<file path="src/rtl/clock_divider_pkg.sv">
// Shared constants for the multi-channel clock divider: default divisor,
// channel limit and the channel-index width helper.
package clock_divider_pkg;

   localparam int unsigned MAX_CH      = 16;
   localparam int unsigned DIV_DEFAULT = 25_000_000;

   // A single-channel build still gets a 1-bit select port.
   function automatic int unsigned ch_idx_w(input int unsigned n);
      return (n <= 1) ? 1 : $clog2(n);
   endfunction

endpackage

</file>
<file path="src/rtl/clock_divider_channel.sv">
// One divider channel: counter, active/pending divisor and registered
// clock_out / tick_out outputs.
module clock_divider_channel
   import clock_divider_pkg::*;
#(
   parameter int unsigned WIDTH       = 32,
   parameter int unsigned DEFAULT_DIV = DIV_DEFAULT
) (
   input  logic             clock_in,
   input  logic             reset,
   input  logic             en,
   input  logic             sync_restart,
   input  logic             load,
   input  logic [WIDTH-1:0] load_div,
   output logic             clock_out,
   output logic             tick_out,
   output logic             cfg_pending
);

   localparam logic [WIDTH-1:0] DIV_RST = WIDTH'(DEFAULT_DIV);

   logic [WIDTH-1:0] cnt;
   logic [WIDTH-1:0] div_act;
   logic [WIDTH-1:0] div_pend;
   logic             pend_v;
   logic             clk_q;
   logic             tick_q;
   logic             running;
   logic             tc;

   assign running = en && (div_act != '0);
   assign tc      = running && (cnt == div_act - WIDTH'(1));

   always_ff @(posedge clock_in) begin
      if (reset) begin
         cnt      <= '0;
         div_act  <= DIV_RST;
         div_pend <= '0;
         pend_v   <= 1'b0;
         clk_q    <= 1'b0;
         tick_q   <= 1'b0;
      end else begin
         // A new divisor only lands on a period boundary, so cnt never exceeds it.
         if ((sync_restart || !running || tc) && pend_v) begin
            div_act <= div_pend;
            pend_v  <= 1'b0;
         end
         if (sync_restart || !running) begin
            cnt    <= '0;
            clk_q  <= 1'b0;
            tick_q <= 1'b0;
         end else if (tc) begin
            cnt    <= '0;
            clk_q  <= ~clk_q;
            tick_q <= 1'b1;
         end else begin
            cnt    <= cnt + WIDTH'(1);
            tick_q <= 1'b0;
         end
         // Placed last: a coincident load stays pending past this edge's apply.
         if (load) begin
            div_pend <= load_div;
            pend_v   <= 1'b1;
         end
      end
   end

   assign clock_out   = clk_q;
   assign tick_out    = tick_q;
   assign cfg_pending = pend_v;

endmodule

</file>
<file path="src/rtl/clock_divider_multi.sv">
// NUM_CH runtime-programmable clock dividers on one clock_in, with a shared
// phase-aligning restart and a single divisor write port.
module clock_divider_multi
   import clock_divider_pkg::*;
#(
   parameter int unsigned NUM_CH      = 4,
   parameter int unsigned WIDTH       = 32,
   parameter int unsigned DEFAULT_DIV = DIV_DEFAULT,
   localparam int unsigned CH_W       = ch_idx_w(NUM_CH)
) (
   input  logic              clock_in,
   input  logic              reset,
   input  logic [NUM_CH-1:0] en,
   input  logic              sync_restart,
   input  logic              cfg_load,
   input  logic [CH_W-1:0]   cfg_ch,
   input  logic [WIDTH-1:0]  cfg_div,
   output logic [NUM_CH-1:0] clock_out,
   output logic [NUM_CH-1:0] tick_out,
   output logic [NUM_CH-1:0] cfg_pending
);

   logic [NUM_CH-1:0] load_v;

   for (genvar i = 0; i < NUM_CH; i++) begin : g_ch
      // Selects at or beyond NUM_CH match no channel and are dropped.
      assign load_v[i] = cfg_load && (cfg_ch == CH_W'(i));

      clock_divider_channel #(
         .WIDTH       (WIDTH),
         .DEFAULT_DIV (DEFAULT_DIV)
      ) u_ch (
         .clock_in     (clock_in),
         .reset        (reset),
         .en           (en[i]),
         .sync_restart (sync_restart),
         .load         (load_v[i]),
         .load_div     (cfg_div),
         .clock_out    (clock_out[i]),
         .tick_out     (tick_out[i]),
         .cfg_pending  (cfg_pending[i])
      );
   end

endmodule
</file>
<file path="config.mk">
export PLATFORM = sky130hd
export DESIGN_NAME = clock_divider_multi
export DESIGN_NICKNAME = d
export VERILOG_FILES = /design/src/rtl/clock_divider_pkg.sv /design/src/rtl/clock_divider_channel.sv /design/src/rtl/clock_divider_multi.sv
export SDC_FILE = /design/constraint.sdc
export NUM_CORES = 1
export LEC_CHECK = 0
export ABC_CLOCK_PERIOD_IN_PS = 4520
export CAP_MARGIN = 15
export CELL_PAD_IN_SITES_DETAIL_PLACEMENT = 1
export CELL_PAD_IN_SITES_GLOBAL_PLACEMENT = 1
export CORE_MARGIN = 2
export CORE_UTILIZATION = 45
export CTS_BUF_LIST = sky130_fd_sc_hd__clkbuf_4
export CTS_CLUSTER_DIAMETER = 40
export DETAILED_ROUTE_END_ITERATION = 10
export GPL_TIMING_DRIVEN = 0
export PLACE_DENSITY_LB_ADDON = 0.1
export RECOVER_POWER = 100
export SYNTH_ARGS = -nofsm -noshare
export SYNTH_HDL_FRONTEND = slang
export SYNTH_SLANG_ARGS = --single-unit
</file>
<file path="constraint.sdc">
create_clock -name clock_in -period 4.52 [get_ports clock_in]
set_input_delay 0.904 -clock clock_in [delete_from_list [all_inputs] [get_ports clock_in]]
set_output_delay 0.904 -clock clock_in [all_outputs]
set_load 0.005 [all_outputs]
</file>
[Word level (Yosys, flattened, before mapping)]
Index checks and enable logic that the tools add are counted.
Cells by class
  $add $sub $neg: 8
  multipliers: 0
  div/mod/pow operators: 0
  magnitude comparators: 0
  equal/unequal tests: 7
  shift-type cells: 0
  mux-type cells: 12
  bitwise gates (word level): 4
  reductions and logical operators: 45
Operators with widths (number)
  adder 32 x 1 -> 32 bit (second input constant): 4
  equality test 32 bit: 4
  nonzero test 32 bit: 4
  subtractor 32 x 1 -> 32 bit (second input constant): 4
  logical AND 1 bit: 16
  two-way mux 1 bit: 12
  OR reduction 3 bit: 4
  logical OR 1 bit: 8
  nonzero test 2 bit: 4
  OR reduction 2 bit: 4
  equality test 2 bit (second input constant): 2
  logical NOT 1 bit: 4
  NOT 1 bit: 4
  equality test 2 x 1 -> 1 bit (second input constant): 1
  logical NOT 2 bit: 1
Word-level totals
  register bits after elaboration: 396
  bits in latches: 0
  RAM bits: 0
  memory bits (read-only): 0
  input port bits: 42
  output and inout port bits: 12
  logic and storage cells: 100
  memories kept: 0

[Logic depth before layout (Yosys ltp)]
Gate-level depths: netlist of run 1.
  depth after elaboration: 8
  depth in mapped cells: 14

[By module]
A second synthesis of run 1 with hierarchy kept.
Unflattened totals
  cell total of the unflattened synthesis: 2452
  area, all modules: 21528.1 um^2
By module, submodules not included
  clock_divider_channel at g_ch[0].u_ch ...: instances 3, cells an instance 610, area each 5388.9 um^2, sequential area each 1981.9 um^2
  clock_divider_channel at g_ch[3].u_ch: instances 1, cells an instance 618, area each 5323.9 um^2, sequential area each 1981.9 um^2
  clock_divider_multi: instances 1, cells an instance 4, area each 37.5 um^2, sequential area each 0.0 um^2

[Least setup slack after synthesis of run 1]
OpenSTA, ideal clock, no wires.
  path type: register to register
  start point: reg g_ch[3].u_ch.div_act[0]
  end point: reg g_ch[3].u_ch.div_act[25]
  setup time: 0.128 ns
  data arrival time: 3.331 ns
  required time: 4.392 ns
  setup slack: 1.061 ns
  stages on the path, launching flop included: 14
  buffers on the path: 2
  cell sequence: dfxtp_1 -> inv_1 -> ha_1 -> nor4b_2 -> nand2_1 -> or4_1 -> o31ai_1 -> nand4bb_1 -> or4_1 -> o22ai_1 -> buf_4 -> buf_4 -> mux2i_1 -> nor2_1
Between the ends
  cells in the longest elaborated chain, start to end: 6
Ends and longest elaborated chain
  start: declaration: line clock_divider_channel.sv:23  | logic [WIDTH-1:0] div_act;
  start signal: assignment: line clock_divider_channel.sv:45  | div_act <= div_pend;
  parallel branches: the longest is 4 deep, another holds subtractor 32 x 1 -> 32 bit
  logical OR 1 bit *: line clock_divider_channel.sv:44  | if ((sync_restart || !running || tc) && pend_v) begin
  logical AND 1 bit *: line clock_divider_channel.sv:44
Mark *: on every way between the ends.
A chain may end at the register's enable or synchronous reset.

[Final worst setup path of run 1]
  start point: reg g_ch[1].u_ch.div_act[2]
  end point: reg g_ch[1].u_ch.div_act[23]
Between the ends
  cells in the longest elaborated chain, start to end: 6
Ends and longest elaborated chain (line)
  start: declaration: clock_divider_channel.sv:23
  start signal: assignment: clock_divider_channel.sv:45
  parallel branches: the longest is 4 deep, another holds subtractor 32 x 1 -> 32 bit
  logical OR 1 bit *: clock_divider_channel.sv:44
  logical AND 1 bit *: clock_divider_channel.sv:44
Marks and branches as above.

==> summary.txt, run 1 <==
Final layout
  – Commonest non-fill, non-tap cell in the layout: dfxtp_1
  – FF+latch area: 7928 um2
  – Layout cell share with drive strength beyond 1: 9.497%
  – # fillers: 5,725
  – Multi-input gate area: 12,140 um2
  – Number of nets in the layout: 2,839
  – Commonest cells after routing, fill and taps aside: 396 x dfxtp_1, 356 x nand2_1, 340 x nor2_1
  – Finished Layout Cells: 3,472
  – Area grow syn2layout: 12.86%

Floorplanning
  – Core Area: 46,260 um2
  – Row count: 79
  – Die Footprint: 48,380 um2
  – DIE HEIGHT: 220.0 um
  – Initial core utilization: 45.37%
  – Die Wd: 220.0 um
  – # IOs: 54

Global route
  – Grt total ovfl: 0
  – First-pass GRT wire length: 108.6 mm
  – Initial antenna violation count: 2
  – Tot GR Track Use: 28.26%
  – Vias in the first global route: 20,444
  – Largest net degree at the start of global routing: 16

Synthesis
  – EDFF count, synth: 0
  – Largest family of logic cells by synthesized area: simple AND/OR/NAND/NOR gates
  – Post-Syn Nets: 2,673
  – Post-Synthesis Cells: 2,623
  – Syn Area/Cell: 8.002 um2
  – Simple-gate share of the synthesized area: 29.88%
  – Predominant post-synthesis flop cell: dfxtp_1
  – Register bit total from synthesis: 396
  – Synth Warn #: 0
  – Multiplexer share of the synthesized area: 4.227%
  – Asr flop ratio synth: 0%
  – Post-Syn Area: 20,990 um2
  – Synth cell types: 83
  – Compound-gate portion of the synthesized area: 11.35%
  – Sequential-to-total area share from yosys stat: 37.77%
  – Adder-cell share of the synthesized area: 0.4769%
  – Xor/xnor share of the synthesized area: 11.71%

Clock tree
  – CTS Buffer Depth: 3
  – Num CTS Buffers: 106
  – Root Buffer: clkbuf_4
  – CTS tree: done
  – Worst skew pair latency: 0.85 ns
  – H-tree levels: 3
  – Number of buffers inserted by hold repair at cts: 0
  – Clk sinks: 396
  – CTS clock-pin slew for the worst setup and hold paths: 0.07 ns

Timing
  – Max Fclk: 236.3 MHz
  – Final Slew Violations: 0
  – Period utilisation layout: 93.64%
  – Crit path time final: 4.233 ns
  – Fin. Hold Viols: 0
  – Worst slew pin tran: 1.030 ns
  – Rel. slew slack: 31.18%
  – Final setup vio count: 0
  – Setup WS post-layout: 0.2875 ns
  – Clock Skew: 0.02937 ns

Place
  – Placed Cells: 3,282
  – GPL Wtd Cong: 0.8851
  – Dpl hpwl: 51.38 mm
  – Setup WS pre-CTS: -0.03062 ns
  – Buffers added on ports: 52

Flow run
  – Max-cap violations: 0

Setup path
  – WS Path Type: flip-flop to flip-flop
  – CP Launch Point: g_ch[1].u_ch.div_act[2]$_SDFFE_PP0P_
  – Launch point of the worst reg-to-reg path: g_ch[1].u_ch.div_act[2]$_SDFFE_PP0P_
  – CP required: 5.22 ns
  – Worst EP arrival: 4.93 ns
  – Startpoint types: flip-flop
  – CP max FO: 10
  – Reg2reg end: g_ch[1].u_ch.div_act[23]$_SDFFE_PP0P_
  – R2R cell count: 12
  – R2r setup slk: 0.29 ns
  – Critical Path End: g_ch[1].u_ch.div_act[23]$_SDFFE_PP0P_
  – CP Capture Type: flip-flop

Min path
  – Hold Crit Class: flip-flop to flip-flop

Drt
  – Residual DRC count: 0
  – DR vias: 19,760
  – Met3 WL post-DR: 2.489 mm
  – Max layer used: met4
  – M1 WL: 30.45 mm
  – Met2 wire length: 33.01 mm
  – Drt first pass iters: 5
  – Drt total wl: 68.10 mm
  – Via density: 5.691
  – DRT antenna net count: 0
  – 1st-iter DRT viols: 930
  – WL/cell: 19.61 um

Power and ir drop
  – Leak pwr: 7.866 nW
  – Worst VDD drop: 0.2293 mV
  – Pwr dens: 309.4 nW/um2

Outcome
  – Run status: complete, no violations
[area by class of cell]
type                    instances  share of cell area, %
multi-input cells            2013                  51.27
flip-flops and latches        396                  33.47
clock buffers                 161                  5.102
plain buffers                 181                  3.523
well taps                     607                  3.206
repair buffers                 58                  2.366
clock inverters                22                 0.5335
inverters                      33                 0.5229
diodes                          1                0.01056
[layer usage]
| layer | global-route usage (%) | vias to the layer above |
|---|---|---|
| met1 | 34.81 | 9750 |
| li1 | - | 9516 |
| met3 | 4.651 | 121 |
| met5 | 0 | - |
| met4 | 10.07 | 0 |
| met2 | 49.56 | 373 |
[kinds of logic (layout without fill, tap and decap cells)]
logic type,after synthesis,in the layout
simple gates,1266,1266
flops,396,396
compound gates,372,372
xor+xnor,279,279
buf+inv,214,455
mux,88,88
fa+ha+maj,8,8
other cells,0,1
[power breakdown]
group	switching, mW	internal [mW]	total (mW)	leakage [nW]
Sequential	0.0566	3.55	3.61	3.20
Combinational	0.331	0.170	0.501	3.86
Clock	1.55	1.67	3.22	0.804
Total	1.94	5.39	7.33	7.87
[how the worst min path moves through the flow]
stage	startpoint	slack, ns	end	cells past startpoint
final	g_ch[1].u_ch.div_pend[21]$_SDFFE_PP0P_	0.46	g_ch[1].u_ch.div_pend[21]$_SDFFE_PP0P_	2
after global routing	g_ch[1].u_ch.div_pend[8]$_SDFFE_PP0P_	0.48	g_ch[1].u_ch.div_pend[8]$_SDFFE_PP0P_	2
after CTS	g_ch[1].u_ch.div_pend[21]$_SDFFE_PP0P_	0.46	g_ch[1].u_ch.div_pend[21]$_SDFFE_PP0P_	2
after detailed placement	g_ch[1].u_ch.div_pend[21]$_SDFFE_PP0P_	0.45	g_ch[1].u_ch.div_pend[21]$_SDFFE_PP0P_	2
after global placement	g_ch[1].u_ch.div_pend[8]$_SDFFE_PP0P_	0.44	g_ch[1].u_ch.div_pend[8]$_SDFFE_PP0P_	2
after floorplan	g_ch[0].u_ch.div_pend[11]$_SDFFE_PP0P_	0.43	g_ch[0].u_ch.div_pend[11]$_SDFFE_PP0P_	2
[cell usage after synthesis, types with 15 or more instances]
library cell,number,area (um2)
xnor2_1,142,1244
xor2_1,136,1191
or4_1,20,150.1
buf_2,19,95.09
o21ai_0,21,105.1
dfxtp_1,396,7928
clkbuf_1,138,518.0
nand2b_1,51,319.1
nor3_1,93,465.5
nand2_1,356,1336
nor4_1,44,275.3
nand4b_1,32,280.3
a21oi_1,195,975.9
buf_4,15,112.6
and3_1,42,262.8
and4_1,15,131.4
or3_1,26,162.7
a211oi_1,18,135.1
or2_2,15,93.84
mux2i_1,83,830.8
nor2_1,340,1276
nand4_1,45,281.5
a31oi_1,18,112.6
nand3_1,94,470.5
nor3b_1,27,202.7
inv_1,33,123.9
[registers in the layout, indices dropped and copies added (netlist names)]
register               count
g_ch.u_ch.div_pend       128
g_ch.u_ch.cnt            128
g_ch.u_ch.div_act        128
g_ch.u_ch.cfg_pending      4
g_ch.u_ch.tick_out         4
g_ch.u_ch.clock_out        4
[stage by stage]
stage	util (%)	TNS, ns	area, um2	hold WS (ns)	total power [mW]
2_1_floorplan	-	0	20990	0.4315	3.956
3_3_place_gp	48.14	0	22270	0.4430	4.158
3_5_place_dp	48.14	-0.1057	22270	0.4471	4.175
4_1_cts	51.05	0	23620	0.4559	7.415
5_1_grt	51.21	-0.01373	23690	0.4768	7.651
6_report	51.21	0	23690	0.4570	7.330
[timing repair]
item / 4_1_cts / 5_1_grt
setup buffers: 0 / 4
hold endpoints to repair: 0 / 0
setup endpoints to repair: 18 / 130
pin swaps: 0 / 1
gates resized for setup: 2 / 8
[worst max-delay path, stage by stage, from the launching register on]
cell,delay (ns)
dfxtp_1,0.39
nor4_1,0.58
clkbuf_1,0.40
nand4_1,0.16
a2111oi_0,0.79
o21ai_0,0.18
a2111oi_0,0.46
nand4b_1,0.19
o41ai_2,0.25
buf_4,0.24
buf_6,0.19
mux2i_1,0.20
nor2_1,0.05
No activity file was read; power rests on OpenSTA's default activity.
==> inputs of run 2 (changes only) <==
Settings changed: HOLD_SLACK_MARGIN set to 0.12.
==> results of run 2 <==
Final layout, timing and power as in run 1 (identical DEF).
==> inputs of run 3 (changes only) <==
Settings changed: CORE_ASPECT_RATIO set to 0.5, HOLD_SLACK_MARGIN 0.12 to 0.05.
==> run 3 against run 2 <==
Net effect: sequential share of layout area increased by 0.21 points; cell area decreased by 0.61%; sequential power about the same; hold slack about the same; register-to-register slack got worse by 0.04 ns; non-clock buffer count decreased by 3; sequential cell count unchanged; core utilization increased by 0.39 points; largest cell class unchanged; highest routed layer unchanged.
==> summary.txt, run 3 (synthesized netlist as in run 1, its figures left out) <==
Setup path
  – Worst EP arrival: 4.97 ns
  – WS Path Type: flip-flop to flip-flop
  – Startpoint types: flip-flop
  – CP required: 5.21 ns
  – CP max FO: 10
  – CP Capture Type: flip-flop

Global route
  – Vias in the first global route: 19,437
  – Tot GR Track Use: 28.21%
  – Largest net degree at the start of global routing: 15
  – First-pass GRT wire length: 107.9 mm
  – Initial antenna violation count: 2
  – Grt total ovfl: 0

Final layout
  – Area grow syn2layout: 12.17%
  – Layout cell share with drive strength beyond 1: 8.647%
  – Commonest non-fill, non-tap cell in the layout: dfxtp_1
  – Commonest cells after routing, fill and taps aside: 396 x dfxtp_1, 356 x nand2_1, 340 x nor2_1
  – Post-route cell area: 23,540 um2
  – Top flop regs: g_ch.u_ch.cnt: 128 flops, g_ch.u_ch.div_act: 128 flops, g_ch.u_ch.div_pend: 128 flops
  – Number of nets in the layout: 2,825

Drt
  – WL/cell: 19.68 um
  – Residual DRC count: 0
  – Drt total wl: 68.36 mm
  – Via density: 5.682
  – DR vias: 19,735
  – Drt first pass iters: 5
  – 1st-iter DRT viols: 1,272
  – DRT antenna net count: 0

Clock tree
  – Clk sinks: 396
  – CTS tree: done
  – CTS clock-pin slew for the worst setup and hold paths: 0.07 ns
  – Number of buffers inserted by hold repair at cts: 0
  – Worst skew pair latency: 0.87 ns
  – CTS Buffer Depth: 3
  – H-tree levels: 3
  – Root Buffer: clkbuf_4
  – Num CTS Buffers: 95

Timing
  – Crit path time final: 4.273 ns
  – Period utilisation layout: 94.54%
  – RSZ-0062 raised after global routing: false
  – Final Slew Violations: 0
  – Final setup vio count: 0
  – Max Fclk: 234.0 MHz
  – Worst slew pin tran: 1.093 ns
  – Fin. Hold Viols: 0
  – Setup TNS: 0 ns
  – Rel. slew slack: 27.14%
  – Clock Skew: 0.05336 ns

Place
  – GPL Wtd Cong: 0.8831
  – Dpl hpwl: 50.66 mm
  – Post-DP Area: 22,300 um2
  – Buffers added on ports: 52

Min path
  – Hold Crit Class: flip-flop to flip-flop

Floorplanning
  – Row count: 55
  – # IOs: 54
  – Die Footprint: 48,490 um2
  – Initial core utilization: 46.00%
  – Die Wd: 309.4 um
  – DIE HEIGHT: 156.7 um
  – Core Area: 45,630 um2

Power and ir drop
  – Worst VDD drop: 0.1707 mV
  – Leak pwr: 7.748 nW
  – Pwr dens: 304.3 nW/um2

Outcome
  – Run status: complete, no violations

Flow run
  – Max-cap violations: 0
## run 3: cell count changes in the layout (fill, tap and decap cells not counted), moves of 2 or more
cell	previous run	this run
clkinv_1	13	19
clkbuf_1	139	141
clkbuf_4	164	141
o311ai_1	10	0
buf_2	16	8
clkbuf_2	5	11
o311ai_0	13	23
## run 3: area by class of cell
| cell class | instances | area [um2] |
|---|---|---|
| clock buffers | 139 | 1044 |
| inverters | 33 | 123.9 |
| well taps | 627 | 784.5 |
| multi-input cells | 2013 | 12140 |
| flip-flops and latches | 396 | 7928 |
| fillers | 5637 | 22080 |
| clock inverters | 28 | 152.6 |
| plain buffers | 181 | 829.5 |
| diodes | 1 | 2.502 |
| repair buffers | 55 | 540.5 |
## run 3: worst paths after layout
check	startpoint	end	slack, ns	cells after the start
setup reg to reg	g_ch[1].u_ch.div_act[6]$_SDFFE_PP1P_	g_ch[1].u_ch.div_act[15]$_SDFFE_PP0P_	0.25	12
hold / removal	g_ch[2].u_ch.div_pend[11]$_SDFFE_PP0P_	g_ch[2].u_ch.div_pend[11]$_SDFFE_PP0P_	0.46	2
setup / recovery	g_ch[1].u_ch.div_act[6]$_SDFFE_PP1P_	g_ch[1].u_ch.div_act[15]$_SDFFE_PP0P_	0.25	12
hold reg to reg	g_ch[2].u_ch.div_pend[11]$_SDFFE_PP0P_	g_ch[2].u_ch.div_pend[11]$_SDFFE_PP0P_	0.46	2
## run 3: metrics by stage
step           cells  hold slack [ns]  power, mW  setup WS [ns]  util (%)
3_3_place_gp    3302           0.4427      4.159        -0.1188     48.86
4_1_cts         3470           0.4573      7.237        0.03115     51.54
2_1_floorplan   2623           0.4315      3.956          1.061         -
5_1_grt         3473           0.4780      7.468       0.003803     51.60
3_5_place_dp    3303           0.4464      4.173        -0.2558     48.87
6_report        3473           0.4573      7.163         0.2468     51.60
## run 3: timing repair
item                       in CTS  in global routing
buffers inserted                0                  2
gates resized for setup         3                  7
setup endpoints to repair      45                124
## run 3: power breakdown
| group | switching (mW) | total (mW) | leakage [nW] | internal, mW |
|---|---|---|---|---|
| Clock | 1.59 | 3.06 | 0.709 | 1.47 |
| Sequential | 0.0643 | 3.61 | 3.20 | 3.55 |
| Combinational | 0.323 | 0.491 | 3.83 | 0.168 |
## run 3: critical path, cell delays in order, from the launching register on
cell and delay [ns]:
dfxtp_1 0.31, clkbuf_1 0.24, nor3_1 0.63, nand4_1 0.50
nor4_1 0.61, o221ai_1 0.20, a2111oi_0 0.46, nand4b_1 0.19
o41ai_2 0.25, buf_4 0.24, buf_6 0.19, mux2i_1 0.20
nor2_1 0.06
## run 3: layer usage
layer  track usage, %  wire length [um]
met5           0.2022                 0
met4            9.778              1996
met3            5.431              3414
met2            42.08             28780
met1            40.40             34160
